===== src/rtl/bp_pkg.sv =====
// ============================================================================
//  Module      : bp_pkg
//  Description : Shared widths, opcode constants and prediction record type
//                for the branch predictor / resolver pair.
//  Revision    : 1.0 - initial release
// ============================================================================
`default_nettype none

package bp_pkg;

    localparam int PC_W  = 10;
    localparam int IDX_W = 8;

    localparam logic [PC_W-1:0] PC_STEP = PC_W'(4);

    localparam logic [6:0] OP_JAL_LIKE = 7'b1100111;
    localparam logic [6:0] OP_BRANCH   = 7'b1100011;

    typedef struct packed {
        logic [PC_W-1:0] pc;
        logic            taken;
        logic [PC_W-1:0] target;
    } pred_rec_t;

endpackage

`default_nettype wire


===== src/rtl/bru_pred_fifo.sv =====
// ============================================================================
//  Module      : bru_pred_fifo
//  Description : In-flight prediction record FIFO with flush; DEPTH must be a
//                power of two (pointers carry one extra wrap bit).
//  Revision    : 1.0 - initial release
// ============================================================================
`default_nettype none

module bru_pred_fifo
    import bp_pkg::*;
#(
    parameter int DEPTH = 4
) (
    input  logic                     clk,
    input  logic                     rst,
    input  logic                     push_i,
    input  logic                     pop_i,
    input  logic                     flush_i,
    input  pred_rec_t                wdata_i,
    output pred_rec_t                rdata_o,
    output logic [$clog2(DEPTH):0]   occupancy_o,
    output logic                     full_o,
    output logic                     empty_o
);

    localparam int AW = $clog2(DEPTH);

    pred_rec_t   mem_q [DEPTH];
    logic [AW:0] wr_ptr_q;
    logic [AW:0] wr_ptr_d;
    logic [AW:0] rd_ptr_q;
    logic [AW:0] rd_ptr_d;
    logic        w_rd_en;
    logic        w_wr_en;

    assign empty_o     = (wr_ptr_q == rd_ptr_q);
    assign full_o      = (wr_ptr_q[AW] != rd_ptr_q[AW]) &&
                         (wr_ptr_q[AW-1:0] == rd_ptr_q[AW-1:0]);
    assign occupancy_o = wr_ptr_q - rd_ptr_q;
    assign rdata_o     = mem_q[rd_ptr_q[AW-1:0]];

    // A full FIFO may still accept a write when the head leaves this cycle.
    assign w_rd_en = pop_i && !empty_o;
    assign w_wr_en = push_i && (!full_o || w_rd_en) && !flush_i;

    always_comb begin
        wr_ptr_d = wr_ptr_q;
        rd_ptr_d = rd_ptr_q;
        if (flush_i) begin
            wr_ptr_d = '0;
            rd_ptr_d = '0;
        end else begin
            if (w_wr_en) wr_ptr_d = wr_ptr_q + 1'b1;
            if (w_rd_en) rd_ptr_d = rd_ptr_q + 1'b1;
        end
    end

    always_ff @(posedge clk) begin
        if (rst) begin
            wr_ptr_q <= '0;
            rd_ptr_q <= '0;
        end else begin
            wr_ptr_q <= wr_ptr_d;
            rd_ptr_q <= rd_ptr_d;
        end
    end

    always_ff @(posedge clk) begin
        if (w_wr_en) mem_q[wr_ptr_q[AW-1:0]] <= wdata_i;
    end

endmodule

`default_nettype wire


===== src/rtl/branch_resolve.sv =====
// ============================================================================
//  Module      : branch_resolve
//  Description : Resolves the oldest fetch prediction against the execute
//                outcome; registers redirect, flush and predictor update.
//  Revision    : 1.0 - initial release
// ============================================================================
`default_nettype none

module branch_resolve
    import bp_pkg::*;
#(
    parameter int PC_W  = bp_pkg::PC_W,
    parameter int IDX_W = bp_pkg::IDX_W,
    parameter int DEPTH = 4,
    parameter int CNT_W = 16
) (
    input  logic                     clk,
    input  logic                     rst,
    input  logic                     pred_valid,
    input  logic [PC_W-1:0]          pred_pc,
    input  logic                     pred_taken,
    input  logic [PC_W-1:0]          pred_target,
    output logic                     pred_ready,
    input  logic                     res_valid,
    input  logic                     res_taken,
    input  logic [PC_W-1:0]          res_target,
    output logic                     mispredict,
    output logic [PC_W-1:0]          redirect_pc,
    output logic                     upd_valid,
    output logic [IDX_W-1:0]         upd_idx,
    output logic                     upd_taken,
    output logic                     orphan_err,
    output logic [$clog2(DEPTH):0]   occupancy,
    output logic [CNT_W-1:0]         cnt_branches,
    output logic [CNT_W-1:0]         cnt_mispred
);

    pred_rec_t        w_head;
    pred_rec_t        w_wrec;
    logic             w_full;
    logic             w_empty;
    logic             w_pop;
    logic             w_dir_mis;
    logic             w_tgt_mis;
    logic             w_mis;

    logic             mispredict_q,  mispredict_d;
    logic [PC_W-1:0]  redirect_pc_q, redirect_pc_d;
    logic             upd_valid_q,   upd_valid_d;
    logic [IDX_W-1:0] upd_idx_q,     upd_idx_d;
    logic             upd_taken_q,   upd_taken_d;
    logic             orphan_q,      orphan_d;
    logic [CNT_W-1:0] cnt_br_q,      cnt_br_d;
    logic [CNT_W-1:0] cnt_mp_q,      cnt_mp_d;

    assign w_wrec = '{pc: pred_pc, taken: pred_taken, target: pred_target};

    bru_pred_fifo #(
        .DEPTH       (DEPTH)
    ) u_fifo (
        .clk         (clk),
        .rst         (rst),
        .push_i      (pred_valid),
        .pop_i       (res_valid),
        .flush_i     (w_mis),
        .wdata_i     (w_wrec),
        .rdata_o     (w_head),
        .occupancy_o (occupancy),
        .full_o      (w_full),
        .empty_o     (w_empty)
    );

    assign w_pop     = res_valid && !w_empty;
    assign w_dir_mis = (w_head.taken != res_taken);
    assign w_tgt_mis = res_taken && (w_head.target != res_target);
    // A mispredict flushes the FIFO, which also swallows any same-cycle push.
    assign w_mis     = w_pop && (w_dir_mis || w_tgt_mis);

    always_comb begin
        mispredict_d  = w_mis;
        upd_valid_d   = w_pop && w_dir_mis;
        redirect_pc_d = redirect_pc_q;
        upd_idx_d     = upd_idx_q;
        upd_taken_d   = upd_taken_q;
        orphan_d      = orphan_q || (res_valid && w_empty);
        cnt_br_d      = cnt_br_q;
        cnt_mp_d      = cnt_mp_q;
        if (w_pop) begin
            redirect_pc_d = res_taken ? res_target : (w_head.pc + PC_STEP);
            upd_idx_d     = w_head.pc[IDX_W-1:0];
            upd_taken_d   = res_taken;
            if (!(&cnt_br_q)) cnt_br_d = cnt_br_q + CNT_W'(1);
        end
        if (w_mis && !(&cnt_mp_q)) cnt_mp_d = cnt_mp_q + CNT_W'(1);
    end

    always_ff @(posedge clk) begin
        if (rst) begin
            mispredict_q  <= 1'b0;
            redirect_pc_q <= '0;
            upd_valid_q   <= 1'b0;
            upd_idx_q     <= '0;
            upd_taken_q   <= 1'b0;
            orphan_q      <= 1'b0;
            cnt_br_q      <= '0;
            cnt_mp_q      <= '0;
        end else begin
            mispredict_q  <= mispredict_d;
            redirect_pc_q <= redirect_pc_d;
            upd_valid_q   <= upd_valid_d;
            upd_idx_q     <= upd_idx_d;
            upd_taken_q   <= upd_taken_d;
            orphan_q      <= orphan_d;
            cnt_br_q      <= cnt_br_d;
            cnt_mp_q      <= cnt_mp_d;
        end
    end

    assign pred_ready   = !w_full;
    assign mispredict   = mispredict_q;
    assign redirect_pc  = redirect_pc_q;
    assign upd_valid    = upd_valid_q;
    assign upd_idx      = upd_idx_q;
    assign upd_taken    = upd_taken_q;
    assign orphan_err   = orphan_q;
    assign cnt_branches = cnt_br_q;
    assign cnt_mispred  = cnt_mp_q;

    // Pushing into a full FIFO is only meaningful alongside a resolution.
    a_push_full: assert property (@(posedge clk) disable iff (rst)
        (pred_valid && !pred_ready) |-> res_valid);

endmodule

`default_nettype wire


===== config.mk =====
export PLATFORM = sky130hd
export DESIGN_NAME = branch_resolve
export DESIGN_NICKNAME = d
export VERILOG_FILES = /design/src/rtl/bp_pkg.sv /design/src/rtl/bru_pred_fifo.sv /design/src/rtl/branch_resolve.sv
export SDC_FILE = /design/constraint.sdc
export NUM_CORES = 1
export LEC_CHECK = 0
export ABC_CLOCK_PERIOD_IN_PS = 4000
export CAP_MARGIN = 40
export CELL_PAD_IN_SITES_DETAIL_PLACEMENT = 1
export CELL_PAD_IN_SITES_GLOBAL_PLACEMENT = 2
export CORE_MARGIN = 8
export CORE_UTILIZATION = 39
export DETAILED_ROUTE_END_ITERATION = 8
export DONT_BUFFER_PORTS = 1
export GPL_TIMING_DRIVEN = 0
export PLACE_DENSITY = 0.76
export SYNTH_ARGS = -nofsm -noshare
export SYNTH_HDL_FRONTEND = slang
export SYNTH_HIERARCHICAL = 1
export SYNTH_SLANG_ARGS = --single-unit

===== constraint.sdc =====
create_clock -name clk -period 4 [get_ports clk]
set_input_delay 0.2 -clock clk [delete_from_list [all_inputs] [get_ports clk]]
set_output_delay 0.2 -clock clk [all_outputs]
set_load 0.03 [all_outputs]

Word-level counts from Yosys, hierarchy flattened
Memory sizes are Yosys's and may differ from the RTL's. A register that Yosys moved wholly into a read port is not among the register bits. Cells that the tools add are included.

Add/sub/neg operators: 6. Shift-type cells: 0. Reductions and logical operators: 20. Div/mod/pow operators: 0. Bitwise gates (word level): 1. Equality and inequality tests: 5. Muxes and demuxes: 5. Order comparisons: 0. $mul: 0.

Operators with widths (count): $add 16x1->16 const B (2); $reduce_and 16->1 (2); $add 10x3->10 const B (1); $mux 10 (1); $ne 10x10->1 (1); $logic_and 1x1->1 (9); $add 3x1->3 const B (2); $logic_not 1->1 (4); $mux 2 (2); $eq 3x3->1 (1); $logic_or 1x1->1 (3); $sub 3x3->3 (1); $eq 2x2->1 (1); $mux 1 (2); $ne 1x1->1 (2); $reduce_and 2->1 (1); $reduce_or 2->1 (1); $not 1->1 (1).

Input port bits: 36. Register bits: 60. Word-level logic and storage cells: 48. Memories: 1. Bits in writable memories: 84. Output and inout bits: 58. Bits in read-only memories: 0. Bits in latches: 0.

Memory list: u_fifo.mem_q (words 4, bits a word 21, read ports 1, clocked after Yosys merged registers in 1, write ports 1, line bru_pred_fifo.sv:28) `pred_rec_t mem_q [DEPTH];`.

Longest topological paths before layout
Gate-level depths: netlist (run 1).

Word-level depth: 8. Mapped depth: 12. Mapped depth without buffers: 10.

By module
Netlist (run 1), hierarchy kept.

By module, submodules not included: bru_pred_fifo (sequential area each 2682.6 µm², cells an instance 167, instances 1, area each 3567.2 µm²); branch_resolve (sequential area each 1081.0 µm², cells an instance 324, instances 1, area each 2722.6 µm²).

Least setup slack after synthesis (run 1)
No wires, ideal clock.

Path kind: register to register. Start: register (tool-made name). End: memory u_fifo/mem_q[3][0] (netlist name) (enable). Setup slack: -0.246 ns. Data arrival time: 3.816 ns. Setup time: 0.430 ns. Required time: 3.570 ns. Buffers on the path: 2. Period minus slack after synthesis: 4.246 ns. Stages on the path, launching flop included: 9. Cell sequence: dfxtp_1 > buf_2 > mux4_2 > xnor2_1 > nand4_1 > nor4_4 > buf_2 > nor2_1 > nor3b_1.

RTL lines (line): end: declaration (bru_pred_fifo.sv:28).

==> results.md, run 1 <==
* Largest net degree at the start of global routing at 17
* PD cells at 572 nW/µm²
* Via count at 4,164
* Grt total ovfl at 0
* Synth Area per Inst at 12.8 µm²
* Clock network power share at 0.351
* Dpl ws at -200 ps
* Mapped Cells at 491
* FMAX at 275 MHz
* Share of cells above drive strength 1 at 0.165
* Seq/Total Area, Yosys at 0.598
* Worst-Margin Slew at 949 ps
* Root Buffer: clkbuf_16
* GRT Total Usage at 0.165
* Area Growth Syn to Fin at 19.8%
* Rows at 46
* CTS tree: built
* Final Hold Vio Count at 0
* Worst skew pair latency at 420 ps
* Setup CP Type: reg -> reg
* Comb pwr share at 0.197
* First DRT Iteration DRCs at 142
* Pint at 2920 µW
* Setup ws final at 369 ps
* Tmin final at 3630 ps
* Gpl congestion at 0.812
* Post-DR wirelength/cell at 21.0 µm
* Status: finished, final reports clean
* Sequential power share at 0.452
* Reg clk slew, reported paths at 60 ps
* Switch Pwr at 1390 µW
* Vias per inst at 5.37
* Initial antenna violation count at 1
* Syn nets at 538
* Setup slack, reg-to-reg at 370 ps
* Hold path start: res_target[4]
* Synth Flop Type: edfxtp_1
* Max Transition Viols Final at 0
* RSZ-0062 raised after global routing: no
* Final worst path period share at 0.908
* Vias in the first global route at 4,409
* Placed Cells at 715
* TritonRoute pass-1 iters at 4
* Fillers at 1,599
* Die height at 143 µm
* Post-DP HPWL at 12.2 mm
* Final cell count without fillers at 776
* Synth Cell Area at 6290 µm²
* Switching Share at 0.324
* YS warnings at 6
* Final setup fails at 0
* Worst Hold Depth at 2
* Cell variety after synth at 54
* Slew headroom at 0.365
* Skew final at 8.18 ps
* CTS Buf Count at 17
* Max Cap Viol at 0
* Critical path data required time at 4120 ps
* Startpoint type of the worst setup path: register
* Die ar. at 20,400 µm²
* Total wire length at 16.3 mm
* First-pass GRT wire length at 25.0 mm
* Setup crit end kind: register
* Worst Path Arrival at 3760 ps
* Hold Crit Class: in -> reg
* Worst-path fanout max at 10
* IO buf count at 0
* IO Pins at 94
* # nets final at 593
* Tot Pwr at 4310 µW
* Reg2reg path depth at 9
* Synthesized flop and latch total at 146
* Max VDD drop at 327 µV
* Asr flop ratio synth at 0
* Clock Path Buffers at 2
* Leakage at 0.00253 µW
* Final core utilization at 0.476
* Number of enable flip-flop cells after synthesis at 84
* # clock sinks at 146
* Chip width at 143 µm
* H-tree depth at 4
* DR DRC count at 0
* CORE AREA at 15,800 µm²
* Initial Util at 0.397
* Antenna viol nets, final at 0
## power groups by stage
stage,Combinational (µW),Sequential [µW],Clock (µW)
2_1_floorplan,606,1940,0
3_3_place_gp,772,1980,0
3_5_place_dp,820,1990,0
4_1_cts,857,1950,1550
5_1_grt,932,1970,1610
6_report,851,1950,1510
## critical path, cell delays in order (launching register included)
cell      delay, ps
dfxtp_1         380
clkbuf_1        540
mux4_2          420
xnor2_1         250
nand3_1         160
nor4_4          330
buf_2           280
nor2_1          240
nor3b_4         500
buf_6           220
## state kept, by name (all words and copies together) (netlist names), named ones only
name,cells
u_fifo/mem_q,84
upd_valid,1
upd_idx,8
orphan_err,1
cnt_branches,16
redirect_pc,10
u_fifo/rd_ptr_q,3
upd_taken,1
mispredict,1
u_fifo/wr_ptr_q,3
cnt_mispred,16
## layout by cell type, fill, tap and decap left out, drive strengths merged, types with 3 or more instances in the layout
cell         Yosys  layout
mux2             7       7
nand4b           3       3
or4              3       3
nor2            36      36
nor3b            5       5
clkbuf          11      28
o21ai           10      10
nor3            10      10
inv             10      20
ha              10      10
buf              9      19
mux4            21      21
o311ai           3       3
clkinv           1       5
dfxtp           62      62
edfxtp          84      84
nand4           11      11
or3              6       6
o211ai           8       8
xor2            10      10
nand2           49      49
o31ai            4       4
nand3           13      13
nor2b            8       8
a21oi           25      25
a211oi           4       4
xnor2           19      19
mux2i           11      11
o21a             3       3
and3             8       8
nor4             4       4
and2             3       3
and4             3       3
dlygate4sd3      0      26
## cells by family (layout without fill, tap and decap cells)
kind of cell	count (synthesis)	count (layout)	share of synthesized area
XOR/XNOR	29	29	0.0416
buffers and inverters	31	99	0.0207
AND/OR/NAND/NOR	168	168	0.139
other	0	1	0
AO/OA/AOI/OAI	67	67	0.0716
multiplexers	39	39	0.105
adder cells (fa/ha/maj)	11	11	0.0231
flip-flops	146	146	0.598
## layer usage
metal	track usage	vias up	routed length, µm
met5	0	-	0
met2	0.287	116	8310
met4	0.0777	0	365
li1	-	1948	-
met1	0.178	2078	6380
met3	0.0548	22	1220
## cell type report
type,count,area [µm²],share of cell area
Sequential cell,146,3760,0.499
Multi-Input combinational cell,314,2440,0.324
Clock buffer,17,425,0.0565
Timing Repair Buffer,36,365,0.0485
Tap cell,216,270,0.0359
Clock inverter,15,138,0.0183
Buffer,20,88.8,0.0118
Inverter,11,41.3,0.00548
Antenna cell,1,2.50,0.000332
## per-stage QoR
step / hold WS [ps] / setup TNS (ps) / instance area [µm²]
floorplan: 299 / -19990 / 6290
finish: 24.8 / 0 / 7540
global placement: 299 / -174200 / 6560
global route: 22.9 / 0 / 7540
detailed placement: 299 / -7080 / 6670
CTS: 4.88 / -6350 / 7510
## what timing repair did
item / 4_1_cts / 5_1_grt
gates resized for setup: 1 / 3
pin swaps: 0 / 1
hold buffers: 26 / 0
endpoints found under the setup margin: 72 / 70
buffers inserted: 1 / 1
hold endpoints to repair: 90 / 0
## path summary, 6_finish.rpt
path / to
max: u_fifo/mem_q[1][13]
min: redirect_pc[4]
max reg2reg: u_fifo/mem_q[1][13]
min reg2reg: u_fifo/wr_ptr_q[0]
## cell usage after synthesis, types with 3 or more instances
cell	instances	area [µm²]
a211oi_1	4	30.0
a21oi_1	25	125
and3_1	8	50.1
and4_1	3	26.3
buf_2	5	25.0
clkbuf_1	11	41.3
dfxtp_1	62	1240
edfxtp_1	84	2520
ha_1	10	125
inv_1	10	37.5
mux2_2	7	78.8
mux2i_1	11	110
mux4_2	21	473
nand2_1	49	184
nand3_1	13	65.1
nand4_1	9	56.3
nand4b_1	3	26.3
nor2_1	35	131
nor2b_1	8	50.1
nor3_1	10	50.1
nor3b_1	5	37.5
nor4_1	3	18.8
o211ai_1	8	60.1
o21a_1	3	22.5
o21ai_0	9	45.0
o31ai_1	3	22.5
or3_1	5	31.3
or4_1	3	22.5
xnor2_1	18	158
xor2_1	10	87.6
No activity file was read; power rests on OpenSTA's default activity.
==> inputs of run 2 (changes only) <==
--- a/config.mk
+++ b/config.mk
@@ -15,6 +15,7 @@
 export DONT_BUFFER_PORTS = 1
 export GPL_TIMING_DRIVEN = 0
 export PLACE_DENSITY = 0.76
+export REMOVE_ABC_BUFFERS = 1
 export SYNTH_ARGS = -nofsm -noshare
 export SYNTH_HDL_FRONTEND = slang
 export SYNTH_HIERARCHICAL = 1
==> results.md, run 2 (synthesized netlist as in run 1, its figures left out) <==
* Clock Path Buffers at 2
* Setup CP Type: reg -> reg
* RSZ-0062 raised after global routing: no
* Skew final at 10.7 ps
* Sequential power share at 0.447
* Via count at 4,059
* Highest-delay cell along the critical path: nor3b_2
* Reg clk slew, reported paths at 60 ps
* Hold Crit Class: in -> reg
* Post-Place Cell Area at 6690 µm²
* Critical path data required time at 4120 ps
* Final worst path period share at 0.894
* Status: finished, final reports clean
* Crit path top cell by count: buf_6
* Commonest non-fill, non-tap cell in the layout: edfxtp_1
* Final setup fails at 0
* Final Hold Vio Count at 0
* Worst-path cell chain: buf_16 > mux4_2 > xnor2_1 > nand4_1 > nor4_4 > buf_6 > nor2_1 > nor3b_2 > buf_6
* GRT Total Usage at 0.163
* Initial Util at 0.397
* CTS tree: built
* Comb pwr share at 0.196
* Chip width at 143 µm
* DR DRC count at 0
* Leakage at 0.00253 µW
* Area Growth Syn to Fin at 20.3%
* IO Pins at 94
* Startpoint type of the worst setup path: register
* Switch Pwr at 1340 µW
* Die height at 143 µm
* CTS Buf Count at 17
* Total wire length at 16.1 mm
* Root Buffer: clkbuf_16
* Most frequent cells in the layout: edfxtp_1 (84), dfxtp_1 (61), nand2_1 (49), nor2_1 (35), dlygate4sd3_1 (26)
* Initial antenna violation count at 0
* Max reg flops at 84
* Ant diodes at 0
* CORE AREA at 15,800 µm²
* H-tree depth at 4
* Dpl ws at -172 ps
* # nets final at 578
* TritonRoute pass-1 iters at 4
* First DRT Iteration DRCs at 145
* Max Cap Viol at 0
* Gpl congestion at 0.751
* Share of cells above drive strength 1 at 0.167
* # clock sinks at 146
* Crit-path leading delay family: simple AND/OR/NAND/NOR gates
* PD cells at 579 nW/µm²
* Max Transition Viols Final at 0
* Vias in the first global route at 4,326
* Pint at 3050 µW
* Vias per inst at 5.34
* Worst-path fanout max at 14
* Grt total ovfl at 0
* Clock network power share at 0.357
* Post-DP HPWL at 11.3 mm
* Tmin final at 3580 ps
* Antenna viol nets, final at 0
* Max VDD drop at 312 µV
* Post-CTS sizing at 0
* Worst-Margin Slew at 723 ps
* IO buf count at 0
* Worst skew pair latency at 420 ps
* Fillers at 1,602
* FMAX at 280 MHz
* Rows at 46
* First-pass GRT wire length at 24.8 mm
* Slew headroom at 0.516
* Bufs and invs on worst path at 3
* Die ar. at 20,400 µm²
* Post-route cell area at 7560 µm²
* Crit-path max cell delay at 610 ps
* Worst Path Arrival at 3700 ps
* Switching Share at 0.305
* Setup ws final at 425 ps
* Post-DR wirelength/cell at 21.2 µm
* Setup crit end kind: register
* Largest net degree at the start of global routing at 46
-- run 2: repair_timing --
item | CTS | global route
setup endpoints to repair | 71 | 0
buffers inserted | 1 | 0
hold buffers | 27 | 0
endpoints found under the hold margin | 130 | 0
-- run 2: power groups by stage --
stage	Sequential, µW	Combinational [µW]	Clock, µW
floorplan	1970	544	0
global placement	2030	697	0
detailed placement	2000	832	0
CTS	1970	881	1600
global route	1980	940	1660
finish	1960	861	1560
-- run 2: layer usage --
metal  up-vias  wire (µm)  global-route usage
met5         -          0                   0
met3        15       1230              0.0624
met4         0        197              0.0543
met1      2035       6330               0.171
met2        93       8340               0.293
li1       1916          -                   -
-- run 2: path summary, 6_finish.rpt --
check	startpoint	endpoint	slack, ps	cells past startpoint
setup / recovery	register	u_fifo/mem_q[3][10]	420	9
hold / removal	res_target[5]	redirect_pc[5]	20	2
setup reg to reg	register	u_fifo/mem_q[3][10]	420	9
hold reg to reg	u_fifo/wr_ptr_q[0]	u_fifo/wr_ptr_q[0]	520	2
-- run 2: metrics by stage --
stage | hold slack (ps) | power (µW) | utilization | setup TNS [ps] | instances
after floorplan | 269 | 2520 | - | -85870 | 471
after global placement | 281 | 2720 | 0.409 | -316060 | 687
after detailed placement | 283 | 2830 | 0.423 | -10530 | 700
after CTS | 0.332 | 4440 | 0.478 | 0 | 760
after global routing | 13.6 | 4580 | 0.478 | 0 | 760
final | 15.6 | 4380 | 0.478 | 0 | 760
-- run 2: worst register-to-register path, stage by stage (launching register included) --
cell and delay (ps):
dfxtp_2 560, buf_16 230, mux4_2 540, xnor2_1 180, nand4_1 170, nor4_4 370
buf_6 210, nor2_1 170, nor3b_2 610, buf_6 250
-- run 2: layout make-up --
class,instances,area [µm²],area share
Multi-Input combinational cell,314,2420,0.320
Sequential cell,146,3760,0.498
Inverter,11,41.3,0.00546
Clock buffer,18,429,0.0567
Tap cell,216,270,0.0357
Clock inverter,14,154,0.0203
Timing Repair Buffer,41,487,0.0643
==> inputs of run 3 (changes only) <==
--- a/config.mk
+++ b/config.mk
@@ -10,11 +10,11 @@
 export CELL_PAD_IN_SITES_DETAIL_PLACEMENT = 1
 export CELL_PAD_IN_SITES_GLOBAL_PLACEMENT = 2
 export CORE_MARGIN = 8
-export CORE_UTILIZATION = 39
+export CORE_UTILIZATION = 35
 export DETAILED_ROUTE_END_ITERATION = 8
 export DONT_BUFFER_PORTS = 1
 export GPL_TIMING_DRIVEN = 0
-export PLACE_DENSITY = 0.76
+export PLACE_DENSITY = 0.7
 export REMOVE_ABC_BUFFERS = 1
 export SYNTH_ARGS = -nofsm -noshare
 export SYNTH_HDL_FRONTEND = slang
==> results.md, run 3 (synthesized netlist as in run 1, its figures left out) <==
* Setup crit end kind: register
* Post-DR wirelength/cell at 20.9 µm
* Area Growth Syn to Fin at 21.5%
* Startpoint type of the worst setup path: register
* Leakage at 0.00256 µW
* Clock Path Buffers at 2
* Root Buffer: clkbuf_16
* IO Pins at 94
* Initial Util at 0.354
* Critical path data required time at 4130 ps
* Setup ws final at 354 ps
* Die height at 150 µm
* Post-DP HPWL at 11.2 mm
* Die ar. at 22,500 µm²
* Chip width at 150 µm
* H-tree depth at 4
* Status: finished, final reports clean
* Reg clk slew, reported paths at 70 ps
* Max Transition Viols Final at 0
* Post-Place Cell Area at 6680 µm²
* Max Cap Viol at 0
* RR Endpoint: u_fifo/mem_q[0][5]
* Worst-path fanout max at 21
* Max VDD drop at 300 µV
* Most frequent cells in the layout: edfxtp_1 (84), dfxtp_1 (60), nand2_1 (49), nor2_1 (34), dlygate4sd3_1 (27)
* GRT Total Usage at 0.151
* FMAX at 274 MHz
* RSZ-0062 raised after global routing: no
* Setup CP Type: reg -> reg
* Dpl ws at -191 ps
* Antenna viol nets, final at 0
* Final core utilization at 0.430
* Share of cells above drive strength 1 at 0.179
* CORE AREA at 17,800 µm²
* Ant diodes at 0
* Setup TNS at 0 ps
* Max reg flops at 84
* Via count at 4,123
* Rows at 49
* DR DRC count at 0
* Initial antenna violation count at 0
* Final Hold Vio Count at 0
* Reg2reg path depth at 10
* Total wire length at 16.2 mm
* Hold Crit Class: in -> reg
* First DRT Iteration DRCs at 144
* Tmin final at 3650 ps
* Final setup fails at 0
* Gpl congestion at 0.745
* Final worst path period share at 0.912
* Setup crit end: u_fifo/mem_q[0][5]
* Worst-Margin Slew at 754 ps
* Fillers at 1,830
* TritonRoute pass-1 iters at 6
* # clock sinks at 146
* CTS tree: built
* CTS Buf Count at 17
* Slew headroom at 0.495
* # nets final at 582
* IO buf count at 0
* Skew final at 9.63 ps
* Vias in the first global route at 4,557
* Largest net degree at the start of global routing at 53
* Worst Hold Depth at 2
* PD cells at 582 nW/µm²
* First-pass GRT wire length at 25.8 mm
* Vias per inst at 5.31
* Setup slack, reg-to-reg at 350 ps
* Worst skew pair latency at 420 ps
* Post-route cell area at 7640 µm²
* Commonest non-fill, non-tap cell in the layout: edfxtp_1
* Worst Path Arrival at 3770 ps
* Final hold slack at 24.2 ps
* Grt total ovfl at 0
## run 3: changes by cell type in the layout (fill, tap and decap cells not counted), sizes merged
cell         delta
buf             +3
inv             +5
clkbuf          -1
clkinv          -2
clkinvlp        -1
bufinv          -1
dlygate4sd3     +1
## run 3: worst min path at each step
stage / start / to
6_report: res_taken / redirect_pc[9]
5_1_grt: res_target[5] / redirect_pc[5]
4_1_cts: res_taken / redirect_pc[9]
3_5_place_dp: rst / cnt_branches[7]
3_3_place_gp: rst / cnt_branches[7]
2_1_floorplan: rst / cnt_branches[5]
## run 3: cell type report
| type | count | area, µm² | area share |
|---|---|---|---|
| clock buffers | 17 | 425 | 0.0557 |
| clock inverters | 15 | 181 | 0.0237 |
| inverters | 11 | 41.3 | 0.00540 |
| multi-input cells | 314 | 2450 | 0.320 |
| flip-flops and latches | 146 | 3770 | 0.493 |
| well taps | 229 | 287 | 0.0375 |
| repair buffers | 45 | 495 | 0.0648 |
## run 3: worst max-delay path, stage by stage (launching register included)
cell	delay, ps
dfxtp_2	340
buf_12	210
mux4_2	570
xnor2_1	160
nand4_1	170
nor4_4	550
buf_6	260
nor2_2	150
nor3b_4	470
buf_6	220
buf_4	210
## run 3: metrics by stage
stage,power [µW],instances
6_report,4450,777
5_1_grt,4670,777
4_1_cts,4520,774
3_5_place_dp,2810,713
3_3_place_gp,2730,700
2_1_floorplan,2520,471
## run 3: what timing repair did
item / in CTS / in global routing
hold endpoints to repair: 138 / 0
hold buffers: 28 / 0
pin swaps: 2 / 2
gates resized for setup: 3 / 3
endpoints found under the setup margin: 38 / 30
buffers inserted: 1 / 3
## run 3: metal layers
metal | GRT usage | routed length, µm
met5 | 0 | 0
met4 | 0.0470 | 181
met3 | 0.0475 | 875
met2 | 0.269 | 8470
met1 | 0.170 | 6710
## run 3: power by group
part	switching, µW	leakage, µW	internal, µW	total [µW]
combinational	495	0.000995	374	869
sequential	199	0.00127	1740	1940
clock	739	0.000296	901	1640
